[src/rtl/memory_address_sequencer_pkg.sv]
// Shared definitions for the memory address sequencer and its helpers.
// Latency: n/a (definitions only).
// Backpressure: n/a.
// Contents: FSM state encoding, access-size encoding, default geometry.
package memory_address_sequencer_pkg;

    // Burst sequencer states
    typedef enum logic [1:0] {
        ST_IDLE   = 2'd0,
        ST_ACCESS = 2'd1,
        ST_GAP    = 2'd2,
        ST_DONE   = 2'd3
    } state_e;

    // Access size, used only for the base-address alignment check
    typedef enum logic [1:0] {
        SZ_BYTE   = 2'd0,
        SZ_HALF   = 2'd1,
        SZ_WORD   = 2'd2,
        SZ_DOUBLE = 2'd3
    } size_e;

    localparam int DEF_ADDR_WIDTH = 32;
    localparam int DEF_WORD_BYTES = 4;
    localparam int DEF_MAX_BURST  = 4;

endpackage

[src/rtl/memory_address_sequencer_if.sv]
// Control-unit/memory-side bundle of the memory address sequencer.
// Latency: n/a (wires only).
// Backpressure: MFA/MOC request/complete handshake toward memory.
// master = control unit / memory model side, slave = sequencer side.
interface memory_address_sequencer_if
    import memory_address_sequencer_pkg::*;
#(
    parameter int ADDR_WIDTH = DEF_ADDR_WIDTH,
    parameter int BURST_W    = $clog2(DEF_MAX_BURST + 1)
);
    // Requests into the sequencer
    logic [ADDR_WIDTH-1:0] Memory_Address;
    logic                  MAR_Ld;
    logic                  Start;
    logic [BURST_W-1:0]    Burst_Len;
    logic [1:0]            Size;
    logic                  MOC;
    // Registered sequencer outputs
    logic [ADDR_WIDTH-1:0] MA;
    logic                  MFA;
    logic                  Busy;
    logic                  Done;
    logic                  Align_Err;
    logic [BURST_W-1:0]    Beat;

    modport master (
        output Memory_Address, MAR_Ld, Start, Burst_Len, Size, MOC,
        input  MA, MFA, Busy, Done, Align_Err, Beat
    );

    modport slave (
        input  Memory_Address, MAR_Ld, Start, Burst_Len, Size, MOC,
        output MA, MFA, Busy, Done, Align_Err, Beat
    );

endinterface

[src/rtl/mem_align_check.sv]
// Purpose: flags an address that is not naturally aligned for the access size.
// Latency: combinational, zero cycles.
// Backpressure: none.
// Ports: addr_i (address), size_i (0 byte .. 3 double), misaligned_o.
module mem_align_check
    import memory_address_sequencer_pkg::*;
#(
    parameter int ADDR_WIDTH = DEF_ADDR_WIDTH
) (
    input  logic [ADDR_WIDTH-1:0] addr_i,
    input  logic [1:0]            size_i,
    output logic                  misaligned_o
);

    logic [ADDR_WIDTH-1:0] low_mask;

    // low_mask = (1 << size) - 1, spelled out per size
    always_comb begin
        low_mask = '0;
        case (size_e'(size_i))
            SZ_BYTE:   low_mask = '0;
            SZ_HALF:   low_mask = ADDR_WIDTH'(1);
            SZ_WORD:   low_mask = ADDR_WIDTH'(3);
            SZ_DOUBLE: low_mask = ADDR_WIDTH'(7);
            default:   low_mask = '0;
        endcase
        misaligned_o = |(addr_i & low_mask);
    end

endmodule

[src/rtl/memory_address_sequencer.sv]
// Purpose: memory address register with legacy single load plus an N-beat burst sequencer.
// Latency: load/start take effect on the next falling Clock edge; each beat waits on MOC.
// Backpressure: MFA held until MOC=1; next beat waits for MOC=0 (at least one MFA-low cycle).
// Ports: Clock, Reset (sync, active-low, falling edge), bus (slave modport) carrying
//        Memory_Address/MAR_Ld/Start/Burst_Len/Size/MOC in and MA/MFA/Busy/Done/Align_Err/Beat out.
module memory_address_sequencer
    import memory_address_sequencer_pkg::*;
#(
    parameter  int ADDR_WIDTH = DEF_ADDR_WIDTH,
    parameter  int WORD_BYTES = DEF_WORD_BYTES,
    parameter  int MAX_BURST  = DEF_MAX_BURST,
    localparam int BURST_W    = $clog2(MAX_BURST + 1)
) (
    input  logic                       Clock,
    input  logic                       Reset,
    memory_address_sequencer_if.slave  bus
);

    state_e                state_q, state_d;
    logic [ADDR_WIDTH-1:0] ma_q, ma_d;
    logic                  mfa_q, mfa_d;
    logic                  busy_q, busy_d;
    logic                  done_q, done_d;
    logic                  align_err_q, align_err_d;
    logic [BURST_W-1:0]    beat_q, beat_d;
    logic [BURST_W-1:0]    rem_q, rem_d;   // beats still to issue, including current

    logic                  misaligned;
    logic [BURST_W-1:0]    eff_len;

    mem_align_check #(
        .ADDR_WIDTH (ADDR_WIDTH)
    ) u_align (
        .addr_i       (bus.Memory_Address),
        .size_i       (bus.Size),
        .misaligned_o (misaligned)
    );

    // Zero-length requests still move one word; oversize requests are clamped.
    always_comb begin
        if (bus.Burst_Len == '0) begin
            eff_len = BURST_W'(1);
        end else if (bus.Burst_Len > BURST_W'(MAX_BURST)) begin
            eff_len = BURST_W'(MAX_BURST);
        end else begin
            eff_len = bus.Burst_Len;
        end
    end

    always_comb begin
        state_d     = state_q;
        ma_d        = ma_q;
        mfa_d       = mfa_q;
        busy_d      = busy_q;
        done_d      = 1'b0;
        align_err_d = align_err_q;
        beat_d      = beat_q;
        rem_d       = rem_q;

        case (state_q)
            ST_IDLE: begin
                if (bus.Start) begin
                    // Faulting address is kept in MA for the trap handler.
                    ma_d = bus.Memory_Address;
                    if (misaligned) begin
                        align_err_d = 1'b1;
                    end else begin
                        align_err_d = 1'b0;
                        beat_d      = '0;
                        rem_d       = eff_len;
                        mfa_d       = 1'b1;
                        busy_d      = 1'b1;
                        state_d     = ST_ACCESS;
                    end
                end else if (bus.MAR_Ld) begin
                    ma_d        = bus.Memory_Address;
                    align_err_d = 1'b0;
                end
            end

            ST_ACCESS: begin
                if (bus.MOC) begin
                    mfa_d = 1'b0;
                    if (rem_q == BURST_W'(1)) begin
                        done_d  = 1'b1;
                        busy_d  = 1'b0;
                        state_d = ST_DONE;
                    end else begin
                        // Wraps silently at the top of the address space.
                        ma_d    = ma_q + ADDR_WIDTH'(WORD_BYTES);
                        beat_d  = beat_q + BURST_W'(1);
                        rem_d   = rem_q - BURST_W'(1);
                        state_d = ST_GAP;
                    end
                end
            end

            ST_GAP: begin
                // Memory must drop MOC before the next request is raised.
                if (!bus.MOC) begin
                    mfa_d   = 1'b1;
                    state_d = ST_ACCESS;
                end
            end

            ST_DONE: begin
                state_d = ST_IDLE;
            end

            default: begin
                state_d = ST_IDLE;
            end
        endcase
    end

    always_ff @(negedge Clock) begin
        if (!Reset) begin
            state_q     <= ST_IDLE;
            ma_q        <= '0;
            mfa_q       <= 1'b0;
            busy_q      <= 1'b0;
            done_q      <= 1'b0;
            align_err_q <= 1'b0;
            beat_q      <= '0;
            rem_q       <= '0;
        end else begin
            state_q     <= state_d;
            ma_q        <= ma_d;
            mfa_q       <= mfa_d;
            busy_q      <= busy_d;
            done_q      <= done_d;
            align_err_q <= align_err_d;
            beat_q      <= beat_d;
            rem_q       <= rem_d;
        end
    end

    assign bus.MA        = ma_q;
    assign bus.MFA       = mfa_q;
    assign bus.Busy      = busy_q;
    assign bus.Done      = done_q;
    assign bus.Align_Err = align_err_q;
    assign bus.Beat      = beat_q;

endmodule
[src/flat_wrapper.sv]
// flat-port wrapper written by rule: the top's interface ports become plain ports
module memory_address_sequencer_flat import memory_address_sequencer_pkg::*;
#(
    parameter  int ADDR_WIDTH = DEF_ADDR_WIDTH,
    parameter  int WORD_BYTES = DEF_WORD_BYTES,
    parameter  int MAX_BURST  = DEF_MAX_BURST,
    localparam int BURST_W    = $clog2(MAX_BURST + 1)
)
  (Clock, Reset, bus_Memory_Address, bus_MAR_Ld, bus_Start, bus_Burst_Len, bus_Size, bus_MOC, bus_MA, bus_MFA, bus_Busy, bus_Done, bus_Align_Err, bus_Beat);
  memory_address_sequencer_if #(.ADDR_WIDTH(ADDR_WIDTH)) bus_i ();
  input  logic Clock;
  input  logic Reset;
  input wire logic [$bits(bus_i.Memory_Address)-1:0] bus_Memory_Address;
  input wire logic [$bits(bus_i.MAR_Ld)-1:0] bus_MAR_Ld;
  input wire logic [$bits(bus_i.Start)-1:0] bus_Start;
  input wire logic [$bits(bus_i.Burst_Len)-1:0] bus_Burst_Len;
  input wire logic [$bits(bus_i.Size)-1:0] bus_Size;
  input wire logic [$bits(bus_i.MOC)-1:0] bus_MOC;
  output wire logic [$bits(bus_i.MA)-1:0] bus_MA;
  output wire logic [$bits(bus_i.MFA)-1:0] bus_MFA;
  output wire logic [$bits(bus_i.Busy)-1:0] bus_Busy;
  output wire logic [$bits(bus_i.Done)-1:0] bus_Done;
  output wire logic [$bits(bus_i.Align_Err)-1:0] bus_Align_Err;
  output wire logic [$bits(bus_i.Beat)-1:0] bus_Beat;
  assign bus_i.Memory_Address = bus_Memory_Address;
  assign bus_i.MAR_Ld = bus_MAR_Ld;
  assign bus_i.Start = bus_Start;
  assign bus_i.Burst_Len = bus_Burst_Len;
  assign bus_i.Size = bus_Size;
  assign bus_i.MOC = bus_MOC;
  assign bus_MA = bus_i.MA;
  assign bus_MFA = bus_i.MFA;
  assign bus_Busy = bus_i.Busy;
  assign bus_Done = bus_i.Done;
  assign bus_Align_Err = bus_i.Align_Err;
  assign bus_Beat = bus_i.Beat;
  memory_address_sequencer #(.ADDR_WIDTH(ADDR_WIDTH), .WORD_BYTES(WORD_BYTES), .MAX_BURST(MAX_BURST)) u_core (.Clock(Clock), .Reset(Reset), .bus(bus_i));
endmodule
[config.mk]
export PLATFORM = sky130hd
export DESIGN_NAME = memory_address_sequencer_flat
export DESIGN_NICKNAME = d
export VERILOG_FILES = /design/src/rtl/memory_address_sequencer_pkg.sv /design/src/rtl/memory_address_sequencer_if.sv /design/src/rtl/mem_align_check.sv /design/src/rtl/memory_address_sequencer.sv /design/src/flat_wrapper.sv
export SDC_FILE = /design/constraint.sdc
export NUM_CORES = 1
export LEC_CHECK = 0
export CAP_MARGIN = 20
export CORE_MARGIN = 4
export CORE_UTILIZATION = 41
export DETAILED_ROUTE_END_ITERATION = 6
export GPL_TIMING_DRIVEN = 0
export PLACE_DENSITY = 0.83
export SYNTH_ARGS = -nofsm -noshare
export SYNTH_HDL_FRONTEND = slang
export SYNTH_SLANG_ARGS = --single-unit
[constraint.sdc]
create_clock -name Clock -period 3.33 [get_ports Clock]
set_input_delay 0.333 -clock Clock [delete_from_list [all_inputs] [get_ports Clock]]
set_output_delay 0.333 -clock Clock [all_outputs]
set_load 0.1 [all_outputs]
# Yosys cells after proc, flatten, opt, wreduce, memory -nomap -nowiden
# Cells that the tools add are included.
# Widths: inputs -> output; s select.
# totals
ff_bits	44
input_bits	42
output_inout_bits	39
# op_classes
n_addsub	3
order_cmp	1
n_eq_ne	14
n_mux	36
bitwise	1
n_reduce_logical	14
# op_table
cell	count
$mux 32	4
$pmux 32 s4	1
$pmux 32 s2	1
$add 32x3->32 const B	1
$and 32x32->32	1
$reduce_or 32->1	1
$mux 3	10
$reduce_and 5->1	3
$pmux 3 s2	2
$mux 1	11
$ne 2x2->1 const B	5
$eq 2x2->1 const B	4
$mux 2	4
$pmux 2 s4	1
$reduce_and 4->1	2
$eq 2x1->1 const B	2
$logic_not 2->1	2
$reduce_bool 2->1	2
$add 3x1->3 const B	1
$eq 3x1->1 const B	1
$gt 3x3->1 const B	1
$logic_not 3->1	1
$ne 3x3->1 const B	1
$pmux 1 s3	1
6 further kinds	6

# Longest topological paths before layout
# Gate-level depths: netlist of the first run.
# logic_depth
depth_word	7
mapped_depth	9
ltp_nobuf	7

# Cells and area by module
# Synthesis of the first run repeated with hierarchy kept, for this count alone.
# unflattened
cells_unflattened	355
area_unflattened_um2	2715.1
# modules_own_cells
mod	instances	cells_each	area_per_inst_um2	seq_area_each_um2
memory_address_sequencer	1	351	2696.3	880.8
mem_align_check	1	4	18.8	0.0

==> flow_metrics.env, run 1 <==
export IMPL_diodes=0
export IMPL_drt_iter0_drc=458
export IMPL_ys_flop_type="dfxtp_1"
export IMPL_yosys_warnings=0
export IMPL_crit_family="buffers and inverters"
export IMPL_routed_wl_um=9940
export IMPL_relSlewSlack_pct=41.5
export IMPL_yosys_area_top_type="dfxtp_1"
export IMPL_cp_slowest_cell="buf_2"
export IMPL_cpPeakStageDelay_ns=0.48
export IMPL_overflow=0
export IMPL_crit_buf_inv=1
export IMPL_finalHoldViolations=0
export IMPL_synth_top_family_by_area="simple AND/OR/NAND/NOR gates"
export IMPL_synth_distinct_cells=56
export IMPL_dp_slack_ns=-0.801
export IMPL_synthCells=355
export IMPL_area_growth_pct=43.6
export IMPL_row_count=29
export IMPL_ys_ff_latch=44
export IMPL_syn_area_um2=2680
export IMPL_ys_top_cells_by_area="dfxtp_1 (33%), a21oi_1 (5.4%), nand2_1 (5.3%)"
export IMPL_cts_tree="done"
export IMPL_synth_edf_count=0
export IMPL_wl_per_cell_um=17.4
export IMPL_fp_dieW_um=88.8
export IMPL_synth_top_area_share_pct=32.9
export IMPL_h_tree_depth=2
export IMPL_status="finished clean"
export IMPL_ir_worst_vdd_uv=400
export IMPL_clk_pin_slew_worst_paths_ns=0.05
export IMPL_portBuffers=79
export IMPL_dieHeight_um=88.8
export IMPL_placedCellCount=511
export IMPL_start_kind="register"
export IMPL_worstPathArrival_ns=2.98
export IMPL_holdBufCountCts=0
export IMPL_grt_pass1_vias=3437
export IMPL_drtAntennaViolNets=0
export IMPL_crit_path_end_kind="output port"
export IMPL_synth_compound_area_share_pct=26.9
export IMPL_crit_chain="buf_2"
export IMPL_stdcell_count=571
export IMPL_muxShareOfSynthArea_pct=2.99
export IMPL_layout_drive_gt1_share_pct=16.2
export IMPL_clockBufferDepth=2
export IMPL_core_area_um2=6350
export IMPL_cts_sinks=44
export IMPL_ios=81
export IMPL_fin_skew_ns=0.0250
export IMPL_crit_fanout=7
export IMPL_power_total_mw=2.13
export IMPL_initial_core_util_pct=42.2
export IMPL_via_per_inst=6.22
export IMPL_n_fill_cell=541
export IMPL_routabilityCongestion=0.953
export IMPL_finalMaxSlewViolations=0
export IMPL_drv_cap=0
export IMPL_required_ns=3.00
export IMPL_crit_type="reg -> out"
export IMPL_min_path_type="reg -> reg"
export IMPL_setup_viol=0
export IMPL_setup_ws_ns=0.0124
export IMPL_synthArstFlopShare_pct=0
export IMPL_grt_pass1_wl_um=15600
export IMPL_antenna_found_initial=0
export IMPL_dr_pass1_iters=5
export IMPL_avgSynthCellArea_um2=7.55
export IMPL_p_per_area_nw_per_um2=554
export IMPL_synthesis_nets=401
export IMPL_worstMarginPinSlew_ns=0.869
export IMPL_post_route_drc_count=0
export IMPL_synth_xor_area_share_pct=0.327
export IMPL_leakage_nw=1.67
export IMPL_dieArea_um2=7890
export IMPL_grt_usage_pct=24.9
export IMPL_yosysSeqAreaShare_pct=32.9
export IMPL_cts_root_buf="clkbuf_8"
export IMPL_synth_adder_area_share_pct=1.87
export IMPL_vias=3551
export IMPL_setup_tns_ns=0
export IMPL_yosys_area_share_simple_pct=30.2
export IMPL_clock_latency_ns=0.39
export IMPL_grt_max_degree=14
export IMPL_final_nets=539
export IMPL_cts_buffers=5
export IMPL_hpwl_um=6760
## final timing paths
kind                startpoint                 to  slack, ns  cells past startpoint
max          u_core.bus.MA[16]         bus_MA[16]       0.01                      1
min           u_core.bus.MA[1]   u_core.bus.MA[1]       0.50                      2
max reg2reg   u_core.bus.MA[4]  u_core.bus.MA[25]       0.85                      5
min reg2reg   u_core.bus.MA[1]   u_core.bus.MA[1]       0.50                      2
## repair_timing
item | in CTS | in global routing
setup endpoints to repair | 73 | 43
buffers inserted | 4 | 4
pin swaps | 4 | 4
endpoints found under the hold margin | 0 | 0
gates cloned | 0 | 1
resized for setup | 182 | 28
## stage by stage
stage | hold slack (ns) | util, % | instance area (µm²)
floorplan | 0.499 | - | 2680
finish | 0.502 | 60.6 | 3850
global route | 0.548 | 60.6 | 3850
global placement | 0.480 | 56.2 | 3570
CTS | 0.504 | 59.5 | 3780
detailed placement | 0.488 | 56.2 | 3570
## metal layers
metal / wire (µm) / GRT usage (%) / share of wire [%]
met1: 3860 / 29.5 / 39
met2: 4700 / 40.0 / 47
met3: 1100 / 7.45 / 11
met4: 272 / 14.1 / 2.7
met5: 0 / 0.649 / 0
## synthesized netlist by cell type (2+ instances only)
library cell,n
a311oi_1,3
and3_1,3
nand4_1,12
nor2b_1,5
a31oi_1,4
or3_1,2
nand3_2,2
nand2b_1,5
and4_1,2
or4_4,2
o21ai_1,2
o21ai_0,21
buf_1,3
inv_1,10
o221ai_1,7
ha_1,4
dfxtp_1,44
mux2i_1,8
nand3_1,16
o22ai_1,6
a221oi_1,3
clkbuf_1,14
nor2_1,37
a2111oi_0,2
buf_2,5
nor4_1,9
nand2_1,38
a32oi_1,2
o21a_1,4
nor3b_1,2
o311a_1,2
a211oi_1,7
nor3_1,12
a21boi_0,6
a21oi_1,29
o211ai_1,2
## cell families after synthesis
family          count (synthesis)
xor+xnor                        1
mux                             8
flops                          44
buf+inv                        33
simple gates                  155
fa+ha+maj                       4
compound gates                110
## cell usage in the layout (no fill, tap or decap), types with 12 or more instances in the layout
master,count
inv_1,54
dfxtp_1,44
nand2_1,37
nor2_1,36
clkdlybuf4s50_1,34
a21oi_1,28
buf_2,26
o21ai_0,20
nand3_1,16
clkbuf_1,12
nand4_1,12
## report_power, final
group / switching [mW] / internal (mW) / total [mW]
Clock: 0.362 / 0.291 / 0.654
Combinational: 0.599 / 0.205 / 0.805
Sequential: 0.0838 / 0.588 / 0.672
Total: 1.05 / 1.08 / 2.13
## worst register-to-register path, stage by stage (launching register included)
cell,delay (ns)
dfxtp_1,0.52
nand4_1,0.33
nor3_1,0.77
nand4_1,0.21
mux2i_1,0.16
a2111oi_0,0.37
## final cells by class
cell class	instances	area, µm²	area share [%]
buffer	23	114	2.96
clock buffer	5	68.8	1.79
clock inverter	47	205	5.34
inverter	9	33.8	0.878
multi-input combinational	278	1710	44.4
sequential	44	881	22.9
tap	77	96.3	2.50
timing repair buffer	88	741	19.3
## flip-flops by register name, indices dropped and copies added, names as in the netlist
name	flops
u_core.rem_q	3
u_core.bus.Align_Err	1
u_core.bus.Done	1
u_core.bus.MFA	1
u_core.bus.MA	32
u_core.bus.Beat	3
u_core.state_q	2
u_core.bus.Busy	1
Note: power is estimated with default switching activity, not from simulation.
==> run 2: changes to the inputs <==
- CORE_MARGIN: 4 -> 1
- CTS_CLUSTER_SIZE: unset -> 8
==> run 2 against run 1 <==
Net effect: utilization shrank 0.56 points; count of clock-buffer cells in the layout did not move; sequential share of layout area grew 0.35 points; critical path depth did not move; first-iteration DRC count decreased by 19%; hold slack better by 0.0057 ns; largest cell class unchanged; largest power group unchanged; highest routed layer unchanged.
==> flow_metrics.env, run 2 (synthesis results as in run 1) <==
export IMPL_ff2ff_path_depth=5
export IMPL_cts_root_buf="clkbuf_8"
export IMPL_cpPeakStageDelay_ns=0.47
export IMPL_n_fill_cell=596
export IMPL_drt_iter0_drc=370
export IMPL_ir_worst_vdd_uv=307
export IMPL_worstMarginPinSlew_ns=0.880
export IMPL_diodes=0
export IMPL_reg2reg_slack_ns=0.77
export IMPL_grt_pass1_vias=3409
export IMPL_leakage_nw=1.63
export IMPL_placedCellCount=511
export IMPL_required_ns=3.00
export IMPL_crit_type="reg -> out"
export IMPL_grt_max_degree=15
export IMPL_worstPathArrival_ns=2.97
export IMPL_dieHeight_um=82.8
export IMPL_crit_family="buffers and inverters"
export IMPL_cp_slowest_cell="buf_2"
export IMPL_fp_dieW_um=82.8
export IMPL_clk_pin_slew_worst_paths_ns=0.05
export IMPL_core_area_um2=6310
export IMPL_area_growth_pct=41.4
export IMPL_min_path_type="reg -> reg"
export IMPL_initial_core_util_pct=42.4
export IMPL_cts_buffers=5
export IMPL_via_per_inst=6.17
export IMPL_dieArea_um2=6860
export IMPL_crit_fanout=6
export IMPL_hold_path_depth=2
export IMPL_drv_cap=0
export IMPL_antenna_found_initial=0
export IMPL_power_total_mw=2.07
export IMPL_h_tree_depth=2
export IMPL_row_count=29
export IMPL_cts_tree="done"
export IMPL_routabilityCongestion=0.928
export IMPL_clock_latency_ns=0.39
export IMPL_path_depth=1
export IMPL_grt_pass1_wl_um=15700
export IMPL_p_per_area_nw_per_um2=545
export IMPL_final_nets=536
export IMPL_crit_chain="buf_2"
export IMPL_ios=81
export IMPL_hpwl_um=6500
export IMPL_status="finished clean"
export IMPL_finalMaxSlewViolations=0
export IMPL_rsz0062_at_grt="no"
export IMPL_setup_viol=0
export IMPL_layout_drive_gt1_share_pct=16.1
export IMPL_crit_buf_inv=1
export IMPL_fin_skew_ns=0.0233
export IMPL_clockBufferDepth=2
export IMPL_drtAntennaViolNets=0
export IMPL_start_kind="register"
export IMPL_vias=3502
export IMPL_wl_per_cell_um=17.1
export IMPL_utilization_pct=60.0
export IMPL_grt_usage_pct=27.7
export IMPL_routed_wl_um=9720
export IMPL_post_route_drc_count=0
export IMPL_r2r_end="u_core.bus.MA[25]"
export IMPL_hp_start="u_core.bus.MA[0]"
export IMPL_largest_reg_flops=32
export IMPL_layout_common_cells="inv_1 (53), dfxtp_1 (44), nand2_1 (37)"
export IMPL_relSlewSlack_pct=40.8
export IMPL_crit_path_end_kind="output port"
export IMPL_stdcell_count=568
export IMPL_final_common_cell="inv_1"
export IMPL_finalHoldViolations=0
export IMPL_portBuffers=79
export IMPL_holdBufCountCts=0
export IMPL_cts_sinks=44
export IMPL_dr_pass1_iters=5
export IMPL_overflow=0
export IMPL_reg2reg_from="u_core.bus.MA[4]"
export IMPL_whs_endpoint="u_core.bus.MA[0]"
run 2: worst max-delay path by stage:
stage                              endpoint              start  slack, ns
final                            bus_MA[25]  u_core.bus.MA[25]       0.03
after global routing                bus_MFA     u_core.bus.MFA      0.002
after CTS                         bus_MA[8]   u_core.bus.MA[8]     0.0003
after detailed placement  u_core.bus.MA[21]            bus_MOC      -0.84
after global placement    u_core.bus.MA[21]            bus_MOC      -0.79
after floorplan             u_core.rem_q[1]        bus_Size[0]       0.07
run 2: through the flow:
stage / instance area [µm²] / worst slack [ns] / TNS, ns / hold WS [ns]
finish: 3790 / 0.0256 / 0 / 0.507
global route: 3790 / 0.00164 / 0 / 0.540
CTS: 3760 / 0.000344 / 0 / 0.512
detailed placement: 3570 / -0.842 / -32.66 / 0.495
global placement: 3570 / -0.789 / -31.10 / 0.482
floorplan: 2680 / 0.0729 / 0 / 0.499
run 2: cell type report:
class | count | area, µm² | area share, %
multi-input combinational | 278 | 1710 | 45.0
sequential | 44 | 881 | 23.2
timing repair buffer | 85 | 712 | 18.8
clock inverter | 47 | 184 | 4.85
buffer | 23 | 108 | 2.84
tap | 77 | 96.3 | 2.54
clock buffer | 5 | 68.8 | 1.82
inverter | 9 | 33.8 | 0.892
run 2: metal layers:
metal,up-vias,wire length [µm],GRT usage (%)
li1,1604,-,-
met1,1612,3900,34.1
met5,-,0,0
met2,249,4620,44.3
met4,0,240,14.9
met3,37,956,7.26
run 2: power by group:
group	switching, mW	internal, mW
clock	0.376	0.219
sequential	0.0826	0.588
combinational	0.598	0.203
run 2: timing repair:
action	4_1_cts	5_1_grt
endpoints found under the setup margin	73	46
pin swaps	5	5
buffers inserted	4	2
resized for setup	187	25
